File: src/rtl/fetch_unit.sv
`default_nettype none
// ============================================================================
// Module   : fetch_unit
// Purpose  : Instruction-fetch stage; owns the PC, drives the synchronous
//            instruction memory and hands words to decode via valid/ready.
// Revision : 1.0 - initial release
// ============================================================================
module fetch_unit #(
    parameter logic [31:0] RESET_PC = 32'h0000_0000
) (
    input  logic        clk,
    input  logic        rst_n,
    output logic [31:0] imem_addr,
    input  logic [31:0] imem_rd_data,
    input  logic        redirect_valid,
    input  logic [31:0] redirect_pc,
    input  logic        id_ready,
    output logic        id_valid,
    output logic [31:0] id_insn,
    output logic [31:0] id_pc,
    output logic        misalign_err,
    output logic [31:0] fetch_count,
    output logic [31:0] squash_count
);

    typedef enum logic [1:0] {
        BOOT  = 2'd0,
        RUN   = 2'd1,
        STALL = 2'd2
    } state_t;

    state_t      r_state;
    logic [31:0] r_pc;
    logic [31:0] r_fetch_count;
    logic [31:0] r_squash_count;
    logic        r_misalign_err;
    logic [31:0] w_next_pc;
    logic        w_live;
    logic        w_fire;

    // The memory has no enable, so stalling means re-presenting the current PC.
    always_comb begin
        w_next_pc = r_pc + 32'd4;
        if (redirect_valid) begin
            w_next_pc = {redirect_pc[31:2], 2'b00};
        end else if (r_state == BOOT) begin
            w_next_pc = r_pc;
        end else if (!id_ready) begin
            w_next_pc = r_pc;
        end
    end

    assign w_live       = (r_state != BOOT);
    assign id_valid     = w_live && !redirect_valid;
    assign w_fire       = id_valid && id_ready;
    assign imem_addr    = w_next_pc;
    assign id_insn      = imem_rd_data;
    assign id_pc        = r_pc;
    assign misalign_err = r_misalign_err;
    assign fetch_count  = r_fetch_count;
    assign squash_count = r_squash_count;

    always_ff @(posedge clk or negedge rst_n) begin
        if (!rst_n) begin
            r_state        <= BOOT;
            r_pc           <= RESET_PC;
            r_fetch_count  <= 32'd0;
            r_squash_count <= 32'd0;
            r_misalign_err <= 1'b0;
        end else begin
            r_pc           <= w_next_pc;
            r_misalign_err <= redirect_valid && (|redirect_pc[1:0]);
            if (redirect_valid || (r_state == BOOT)) begin
                r_state <= RUN;
            end else if (!id_ready) begin
                r_state <= STALL;
            end else begin
                r_state <= RUN;
            end
            if (w_fire) begin
                r_fetch_count <= r_fetch_count + 32'd1;
            end
            if (w_live && redirect_valid) begin
                r_squash_count <= r_squash_count + 32'd1;
            end
        end
    end

endmodule
`default_nettype wire
File: config.mk
export PLATFORM = sky130hd
export DESIGN_NAME = fetch_unit
export DESIGN_NICKNAME = d
export VERILOG_FILES = /design/src/rtl/fetch_unit.sv
export SDC_FILE = /design/constraint.sdc
export NUM_CORES = 1
export LEC_CHECK = 0
export CORE_ASPECT_RATIO = 1.75
export CORE_MARGIN = 4
export CORE_UTILIZATION = 34
export CTS_BUF_LIST = sky130_fd_sc_hd__clkbuf_16
export DETAILED_ROUTE_END_ITERATION = 10
export DONT_BUFFER_PORTS = 1
export HOLD_SLACK_MARGIN = 0.03
export PLACE_DENSITY = 0.58
export SLEW_MARGIN = 20
export SYNTH_ARGS = -nofsm -noshare
export SYNTH_HDL_FRONTEND = slang
export SYNTH_SLANG_ARGS = --single-unit
export TNS_END_PERCENT = 10
File: constraint.sdc
create_clock -name clk -period 2.1 [get_ports clk]
set_clock_uncertainty 0.05 [all_clocks]
set_input_delay 0.21 -clock clk [delete_from_list [all_inputs] [get_ports clk]]
set_output_delay 0.21 -clock clk [all_outputs]
set_load 0.01 [all_outputs]
# After elaboration in Yosys (flattened, before gate mapping)
# Cells that the tools add are included.
# Widths: inputs -> output; s select.
[word_totals] in_bits=68 output_inout_bits=162 register_bits=99 elab_cells=22
[classes] n_reduce_logical=9 add_sub_neg=3 muxes=5
[ops] cell="$mux 32" n=3
[ops] cell="$add 32x1->32 const B" n=2
[ops] cell="$add 32x3->32 const B" n=1
[ops] cell="$logic_and 1x1->1" n=4
[ops] cell="$mux 2" n=2
[ops] cell="$logic_not 2->1" n=1
[ops] cell="$reduce_bool 2->1" n=1
[ops] cell="$reduce_or 2->1" n=1
[ops] cell="$logic_not 1->1" n=1
[ops] cell="$logic_or 1x1->1" n=1

# Depth between registers and ports, before layout
# Gate-level depths: netlist of run 1.
[depth] depth_word=4 ltp_mapped=7 depth_no_buf=6

# Least setup slack after synthesis of run 1
# OpenSTA, ideal clock, no wires.
[synth_path] path_kind="reg-to-output" from="reg r_pc[2], in the netlist id_pc[2]" to="out imem_addr[28]" stages_incl_launch_ff=7 arrival_time_ns=1.955 path_slack_ns=-0.115 path_cell_list="dfrtp_1 -> ha_1 -> nand2_1 -> nor3_1 -> nand4_1 -> or3_1 -> a31oi_1"
[synth_via] elab_chain_cells=4
[synth_lines] item="start, declared" line="33" source="logic [31:0] r_pc;"
[synth_lines] item="start signal, assigned" line="71" source="r_pc <= w_next_pc;"
[synth_lines] item="$add 32x3->32" line="43" source="w_next_pc = r_pc + 32'd4;"
[synth_lines] item="$mux 32" line="48" source="end else if (!id_ready) begin"
[synth_lines] item="$mux 32" line="46" source="end else if (r_state == BOOT) begin"
[synth_lines] item="$mux 32" line="44" source="if (redirect_valid) begin"
[synth_lines] item="end, declared" line="13" source="output logic [31:0] imem_addr,"
# No other way between the ends.

# Worst setup path after layout of run 1
[layout_path] from="reg r_pc[2], in the netlist id_pc[2]" to="out imem_addr[26]"
# The elaborated chain is that of the path after synthesis.

==> impl_results.rst, run 1 <==
.. list-table::
   :header-rows: 1

   * - Metric
     - Value
   * - GRT Resource Usage Total
     - 0.157
   * - Layout net count
     - 628
   * - Root Driver
     - clkbuf_16
   * - CP Cell Sequence
     - ha_2, nand2_2, nor3_2, buf_4, nand4_1, or3_1, a31oi_1, buf_4
   * - Setup Crit Path Kind
     - flip-flop to output pin
   * - H-tree Lvls
     - 3
   * - Share of the yosys chip area belonging to registers
     - 0.492
   * - Top Layer Used
     - met4
   * - Post-synthesis instance area
     - 5030 um2
   * - Total iterations of the first detailed-routing run
     - 4
   * - Combined buffer and inverter count along the critical path
     - 2
   * - Crit path largest cell delay
     - 0.39 ns
   * - Maximum count of clock buffers along a single path
     - 2
   * - Wire length of the first global-routing pass
     - 21.2 mm
   * - DR iter-0 viols
     - 119
   * - EDFF count, synth
     - 0
   * - Post-route DRC
     - 0
   * - Number of global-route vias before repair
     - 4122
   * - Worst hold-check path type
     - input pin to async pin
   * - Sum of negative setup slack
     - -2.10 ns
   * - Critical path startpoint category
     - flip-flop
   * - Die extent in x
     - 100 um
   * - Number of sinks handled by clock tree synthesis
     - 99
   * - Final setup vio count
     - 18
   * - Type of destination of the critical path
     - output pin
   * - Clock tree from TritonCTS
     - built
   * - Weighted congestion reported at the end of routability-driven placement
     - 0.798
   * - Gate power share
     - 0.175
   * - Violations in the final reports
     - hold timing, setup timing
   * - Sequential group share of total power
     - 0.475
   * - Final antenna diode count
     - 0
   * - Psw
     - 1410 uW
   * - Asr flop ratio synth
     - 1.00
   * - Gr ovfl total
     - 0
   * - Clock buffer count from CTS
     - 9
   * - Kind of cell adding the most delay to the critical path
     - simple AND/OR/NAND/NOR gates
   * - Post-route antenna net violation count
     - 0
   * - Mean number of vias per cell
     - 5.19
   * - Routed length on met3
     - 1.22 mm
   * - Clk Latency, worst-skew pair
     - 0.34 ns
   * - Worst Slack Setup Final
     - -0.247 ns
   * - Wire length the detailed router placed on met1
     - 4.57 mm
   * - Antenna violations before repair
     - 0
   * - Prevailing post-synth register cell
     - dfrtp_1
   * - Data arrival at the endpoint of the critical path
     - 2.09 ns
   * - Input/output buffers
     - 0
   * - Overall routed net length
     - 13.1 mm
   * - Slew Limit Fails
     - 0
   * - Power density cells
     - 796 nW/um2
   * - Filler cell count
     - 1379
   * - Die ar.
     - 16900 um2
   * - Data required time at the worst endpoint
     - 1.84 ns
   * - Ratio of cells with drive above 1 in the final layout
     - 0.206
   * - Initial core utilization
     - 0.348
   * - Maximum vdd drop
     - 0.379 mV
   * - Top-level I/O count
     - 230
   * - Critical path's most frequent cell
     - buf_4
   * - Total leakage power
     - 0.00269 uW
   * - Floorplan core area
     - 14400 um2
   * - Tightest hold margin
     - -0.489 ns
   * - Syn_nets
     - 576
   * - Ys Warns
     - 0
   * - Number of distinct standard cells referenced by the synthesized netlist
     - 37
   * - Largest net degree at the start of global routing
     - 100
   * - Clock share of power
     - 0.350
   * - Final hold vios
     - 99
   * - Setup slack of the most critical reg-to-reg path
     - 0.22 ns
   * - Post-Syn Instances
     - 505
   * - Highest attainable clock frequency
     - 426 MHz
   * - Max_slew headroom
     - 0.485
   * - Internal power consumption
     - 3390 uW
   * - Flip-flop and latch count after synthesis
     - 99
   * - Number of placement rows
     - 58
   * - Clock transition time at the flip-flop clock pins of the worst setup and hold paths
     - 0.07 ns
   * - Pre-CTS worst setup slack
     - 0.0199 ns
   * - Post-route minimum period
     - 2.35 ns
   * - DR vias
     - 3849
   * - Area growth from synthesis to final layout
     - 19.7%
   * - Measured slew at the worst slew-check pin
     - 0.769 ns
   * - Result of the run
     - complete, but fails checks
   * - Sum of met2 wire segment lengths after detailed routing
     - 6.94 mm
   * - Syn Area/Cell
     - 9.96 um2
   * - Routed len/inst
     - 17.7 um
   * - Largest driver fanout on the critical path
     - 4
   * - Net Sw Frac
     - 0.294
   * - Post-detail-place hpwl
     - 9.71 mm
   * - Vertical die dimension
     - 169 um
   * - Number of max-capacitance violations reported
     - 0
   * - RSZ-0062 raised after global routing
     - true
   * - Period utilization
     - 1.12
   * - Cell with the largest stage delay on the worst path
     - or3_1
cell type report:
cell class              count  area, um2  share of cell area
clock inverters             7       70.1              0.0116
multi-input cells         350       2290               0.380
flip-flops and latches     99       2480               0.412
repair buffers             84        684               0.114
well taps                 180        225              0.0374
inverters                  13       48.8             0.00810
clock buffers               9        225              0.0374
kinds of logic after synthesis:
group                    count (synthesis)  share of synthesized area
XOR/XNOR                                86                      0.150
AO/OA/AOI/OAI                           37                     0.0400
multiplexers                             4                    0.00846
flip-flops                              99                      0.492
adder cells (fa/ha/maj)                  3                    0.00746
buffers and inverters                   56                     0.0681
AND/OR/NAND/NOR                        220                      0.234
routing by layer:
layer  vias to the layer above  global-route usage
li1                       1795                   -
met1                      1852               0.170
met2                       174               0.275
met3                        28              0.0536
met4                         0              0.0684
met5                         -                   0
cells in the final DEF, fill, tap and decap left out, types with 10 or more instances in the layout:
cell type      synthesis  routed
buf_4                 33      67
nor2_1                39      39
nor3_1                14      12
xor2_1                39      39
xnor2_1               47      47
o21ai_1                4      14
nand3_1               36      32
nand4_1               23      23
dlygate4sd3_1          0      15
nand2_1               59      58
inv_1                 13      15
dfrtp_1               99      98
and3_1                12      10
state kept, by name, summed over array words and instances, names as in the netlist:
name / flops
fetch_count: 32
id_pc: 32
squash_count: 32
r_state: 2
misalign_err: 1
timing repair:
item | CTS | global route
hold buffers | 14 | 1
hold endpoints to repair | 112 | 101
endpoints found under the setup margin | 25 | 27
pin swaps | 9 | 8
gates resized for setup | 32 | 9
setup buffers | 2 | 4
power groups by stage:
stage               clock, uW  combinational, uW  sequential (uW)
global placement            0                769             2310
CTS                      1730                836             2280
floorplan                   0                416             2370
global route             1810                931             2310
detailed placement          0                786             2320
finish                   1680                840             2280
final timing paths:
check                      cells past startpoint                         start                            to
min in group clk                               2                redirect_valid           id_pc[20]$_DFF_PN0_
hold reg to reg                                1   squash_count[0]$_DFFE_PN0P_   squash_count[0]$_DFFE_PN0P_
hold / removal                                 0                         rst_n            id_pc[9]$_DFF_PN0_
setup / recovery                               8            id_pc[2]$_DFF_PN0_                 imem_addr[26]
max in group asynchronous                      0                         rst_n   fetch_count[16]$_DFFE_PN0P_
setup reg to reg                               5  squash_count[14]$_DFFE_PN0P_  squash_count[26]$_DFFE_PN0P_
Yosys cell counts, types with 3 or more instances:
master	number	share of area
a31oi_1	4	0.0050
and2_1	5	0.0062
and3_1	12	0.015
and4_1	8	0.014
buf_4	33	0.049
clkbuf_1	8	0.0060
dfrtp_1	99	0.49
ha_1	3	0.0075
inv_1	13	0.0097
nand2_1	59	0.044
nand3_1	36	0.036
nand4_1	23	0.029
nor2_1	39	0.029
nor2b_1	4	0.0050
nor3_1	14	0.014
nor4_4	4	0.017
o21ai_0	26	0.026
o21ai_1	4	0.0040
or3_1	5	0.0062
xnor2_1	47	0.082
xor2_1	39	0.068
metrics by stage:
stage	instance area, um2	std cells	power, uW	utilization
after global placement	5450	705	3080	0.378
final	6020	742	4800	0.417
after CTS	5970	737	4850	0.413
after global routing	6020	742	5050	0.417
after detailed placement	5450	705	3100	0.378
after floorplan	5040	505	2790	-
Power figures use the tool's default switching activity.
==> run 2: changes to the inputs <==
--- a/config.mk
+++ b/config.mk
@@ -8,7 +8,7 @@
 export CORE_ASPECT_RATIO = 1.75
 export CORE_MARGIN = 4
 export CORE_UTILIZATION = 34
-export CTS_BUF_LIST = sky130_fd_sc_hd__clkbuf_16
+export CTS_BUF_LIST = sky130_fd_sc_hd__clkbuf_8 sky130_fd_sc_hd__clkbuf_16
 export DETAILED_ROUTE_END_ITERATION = 10
 export DONT_BUFFER_PORTS = 1
 export HOLD_SLACK_MARGIN = 0.03
==> results of run 2 <==
The final DEF is identical to that of run 1; final timing and power are the same.
==> run 3: changes to the inputs <==
--- a/config.mk
+++ b/config.mk
@@ -9,8 +9,10 @@
 export CORE_MARGIN = 4
 export CORE_UTILIZATION = 34
 export CTS_BUF_LIST = sky130_fd_sc_hd__clkbuf_8 sky130_fd_sc_hd__clkbuf_16
+export CTS_CLUSTER_SIZE = 10
 export DETAILED_ROUTE_END_ITERATION = 10
 export DONT_BUFFER_PORTS = 1
+export GPL_TIMING_DRIVEN = 0
 export HOLD_SLACK_MARGIN = 0.03
 export PLACE_DENSITY = 0.58
 export SLEW_MARGIN = 20
==> run 3 against run 2 <==
Against the previous run: the flow still finishes with violations (hold timing, setup timing); sequential share of layout area down 0.30 points; total power decreased by 0.78%; clock-buffer cell count increased by 2; maximum frequency decreased by 3.1%; final area is 1.8% higher; die area unchanged; via count rose by 1.1%; critical endpoint is now imem_addr[31].
==> impl_results.rst, run 3 (synthesized netlist as in run 1, its figures left out) <==
.. list-table::
   :header-rows: 1

   * - Metric
     - Value
   * - Tightest hold margin
     - -0.498 ns (-0.00905 ns)
   * - Data required time at the worst endpoint
     - 1.84 ns (about the same)
   * - Layout net count
     - 614 (-2.2%)
   * - Cell count of the worst reg-to-reg path
     - 5 (unchanged)
   * - R2R Path Start
     - id_pc[11]$_DFF_PN0_
   * - Data arrival at the endpoint of the critical path
     - 2.16 ns (+0.07 ns)
   * - Internal power consumption
     - 3270 uW (-3.5%)
   * - Final hold vios
     - 99 (unchanged)
   * - Setup slack of the most critical reg-to-reg path
     - 0.12 ns (-0.10 ns)
   * - Most frequent standard cell in the layout excluding fill and tap cells
     - dfrtp_1
   * - Psw
     - 1490 uW (+5.8%)
   * - Violations in the final reports
     - hold timing, setup timing
   * - Net Sw Frac
     - 0.313 (+0.0194)
   * - Worst setup path startpoint
     - id_pc[11]$_DFF_PN0_
   * - Floorplan core area
     - 14400 um2 (unchanged)
   * - Gate power share
     - 0.130 (-0.045)
   * - Largest net degree at the start of global routing
     - 100 (unchanged)
   * - Overall routed net length
     - 13.8 mm (+5.4%)
   * - Maximum count of clock buffers along a single path
     - 2 (unchanged)
   * - Measured slew at the worst slew-check pin
     - 0.722 ns (-0.0471 ns)
   * - Ratio of cells with drive above 1 in the final layout
     - 0.243 (+0.0363)
   * - Number of max-capacitance violations reported
     - 0 (unchanged)
   * - Number of global-route vias before repair
     - 4160 (+0.92%)
   * - H-tree Lvls
     - 3 (unchanged)
   * - Clock share of power
     - 0.349 (about the same)
   * - Most used cells in the layout excluding fill and tap cells
     - dfrtp_1, nand2_1, xnor2_1
   * - Number of sinks handled by clock tree synthesis
     - 99 (unchanged)
   * - Destination of the critical timing path
     - imem_addr[31]
   * - Setup Crit Path Kind
     - flip-flop to output pin
   * - DR vias
     - 3893 (+1.1%)
   * - Vertical die dimension
     - 169 um (unchanged)
   * - RSZ-0062 raised after global routing
     - true
   * - Gr ovfl total
     - 0 (unchanged)
   * - Max_slew headroom
     - 0.518 (+0.0331)
   * - Final antenna diode count
     - 0 (unchanged)
   * - Largest driver fanout on the critical path
     - 6 (+2)
   * - Non-filler instance count after layout
     - 728 (-1.9%)
   * - Antenna violations before repair
     - 0 (unchanged)
   * - Total leakage power
     - 0.00264 uW (-1.9%)
   * - Wire length of the first global-routing pass
     - 21.7 mm (+2.4%)
   * - Type of destination of the critical path
     - output pin
   * - Post-route DRC
     - 0 (unchanged)
   * - DR iter-0 viols
     - 99 (-17%)
   * - Total iterations of the first detailed-routing run
     - 4 (unchanged)
   * - Filler cell count
     - 1329 (-3.6%)
   * - Worst reg2reg path endpoint
     - id_pc[31]$_DFF_PN0_
   * - Weighted congestion reported at the end of routability-driven placement
     - 0.806 (+0.95%)
   * - Slew Limit Fails
     - 0 (unchanged)
   * - Worst hold-check path type
     - input pin to async pin
   * - Initial core utilization
     - 0.348 (unchanged)
   * - Mean number of vias per cell
     - 5.35 (+3.1%)
   * - Footprint of the flip-flops and latches
     - 2500 um2 (+1.1%)
   * - Area of all placed cells without fillers
     - 6130 um2 (+1.8%)
   * - Die ar.
     - 16900 um2 (unchanged)
   * - Clock buffer count from CTS
     - 9 (unchanged)
   * - Routed len/inst
     - 19.0 um (+7.4%)
   * - Die extent in x
     - 100 um (unchanged)
   * - Critical path startpoint category
     - flip-flop
   * - Worst Slack Setup Final
     - -0.323 ns (-0.0756 ns)
   * - GRT Resource Usage Total
     - 0.160 (+0.00309)
   * - Result of the run
     - complete, but fails checks
   * - Top-level I/O count
     - 230 (unchanged)
   * - Period utilization
     - 1.15 (+0.0360)
   * - Power density cells
     - 776 nW/um2 (-2.5%)
   * - Post-detail-place hpwl
     - 9.90 mm (+1.9%)
   * - Post-route minimum period
     - 2.42 ns (+0.0757 ns)
   * - Sequential group share of total power
     - 0.521 (+0.046)
   * - Maximum vdd drop
     - 0.394 mV (+3.8%)
   * - Input/output buffers
     - 0 (unchanged)
   * - Clk Latency, worst-skew pair
     - 0.35 ns (about the same)
   * - Number of buffers added to fix hold violations after cts
     - 24 (+10)
   * - Combined area of the multi-input logic cells
     - 2500 um2 (+9.2%)
   * - Area growth from synthesis to final layout
     - 21.9%
   * - Final setup vio count
     - 25 (+7)
   * - Pre-CTS worst setup slack
     - -0.461 ns (-0.481 ns)
   * - Number of cells in the design after placement
     - 685 (-2.8%)
   * - Number of placement rows
     - 58 (unchanged)
   * - Clock transition time at the flip-flop clock pins of the worst setup and hold paths
     - 0.08 ns (about the same)
   * - Highest attainable clock frequency
     - 413 MHz (-3.1%)
   * - Post-route antenna net violation count
     - 0 (unchanged)
   * - Root Driver
     - clkbuf_16
   * - Clock tree from TritonCTS
     - built
   * - Post-placement cell area
     - 5260 um2 (-3.5%)
run 3: changes by cell type in the layout (fill, tap and decap cells not counted), sizes merged:
cell         before  now
buf              69   38
bufinv            1    0
clkbuf            9   19
dlygate4sd3      15   24
clkinvlp          2    1
run 3: what timing repair did:
| item | 4_1_cts | 5_1_grt |
|---|---|---|
| buffers inserted | 4 | 0 |
| hold endpoints to repair | 123 | 99 |
| endpoints found under the setup margin | 59 | 43 |
| resized for setup | 81 | 21 |
| pin swaps | 11 | 8 |
run 3: how the worst min path moves through the flow:
| stage | start | end | slack [ns] | cells past startpoint |
|---|---|---|---|---|
| 2_1_floorplan | rst_n | fetch_count[0]$_DFFE_PN0P_ | -0.14 | 0 |
| 3_3_place_gp | rst_n | id_pc[8]$_DFF_PN0_ | -0.13 | 0 |
| 3_5_place_dp | rst_n | id_pc[10]$_DFF_PN0_ | -0.13 | 0 |
| 4_1_cts | rst_n | id_pc[10]$_DFF_PN0_ | -0.51 | 0 |
| 5_1_grt | rst_n | squash_count[9]$_DFFE_PN0P_ | -0.52 | 0 |
| 6_report | rst_n | squash_count[16]$_DFFE_PN0P_ | -0.50 | 0 |
run 3: metrics by stage:
stage	setup TNS (ns)	hold slack, ns	power (uW)	utilization
6_report	-3.87	-0.498	4760	0.425
3_3_place_gp	-7.22	-0.133	2950	0.364
4_1_cts	-4.44	-0.511	4770	0.421
3_5_place_dp	-7.64	-0.133	2970	0.364
2_1_floorplan	0	-0.136	2790	-
5_1_grt	-6.16	-0.519	4980	0.425
run 3: layout make-up:
| cell class | instances | share of cell area |
|---|---|---|
| timing repair buffer | 28 | 0.0441 |
| inverter | 13 | 0.00796 |
| buffer | 42 | 0.0467 |
| sequential | 99 | 0.408 |
| clock buffer | 11 | 0.0412 |
| multi-input combinational | 350 | 0.408 |
| tap | 180 | 0.0367 |
| clock inverter | 5 | 0.00694 |
run 3: critical path, stage by stage (launching register included):
cell     delay [ns]
dfrtp_2        0.46
nand3_4        0.11
or4_4          0.62
nor3b_4        0.27
xnor2_2        0.09
o21ai_2        0.26
run 3: layer usage:
metal  vias up  GRT usage  wire, um
met5         -          0         0
met4         0     0.0755       437
met3        33     0.0594      1490
met2       210      0.287      7210
met1      1887      0.162      4700
li1       1763          -         -
run 3: power groups by stage:
stage,sequential (uW),clock (uW),combinational [uW]
floorplan,2370,0,416
global placement,2470,0,483
detailed placement,2470,0,497
CTS,2450,1720,595
global route,2520,1780,680
finish,2480,1660,617
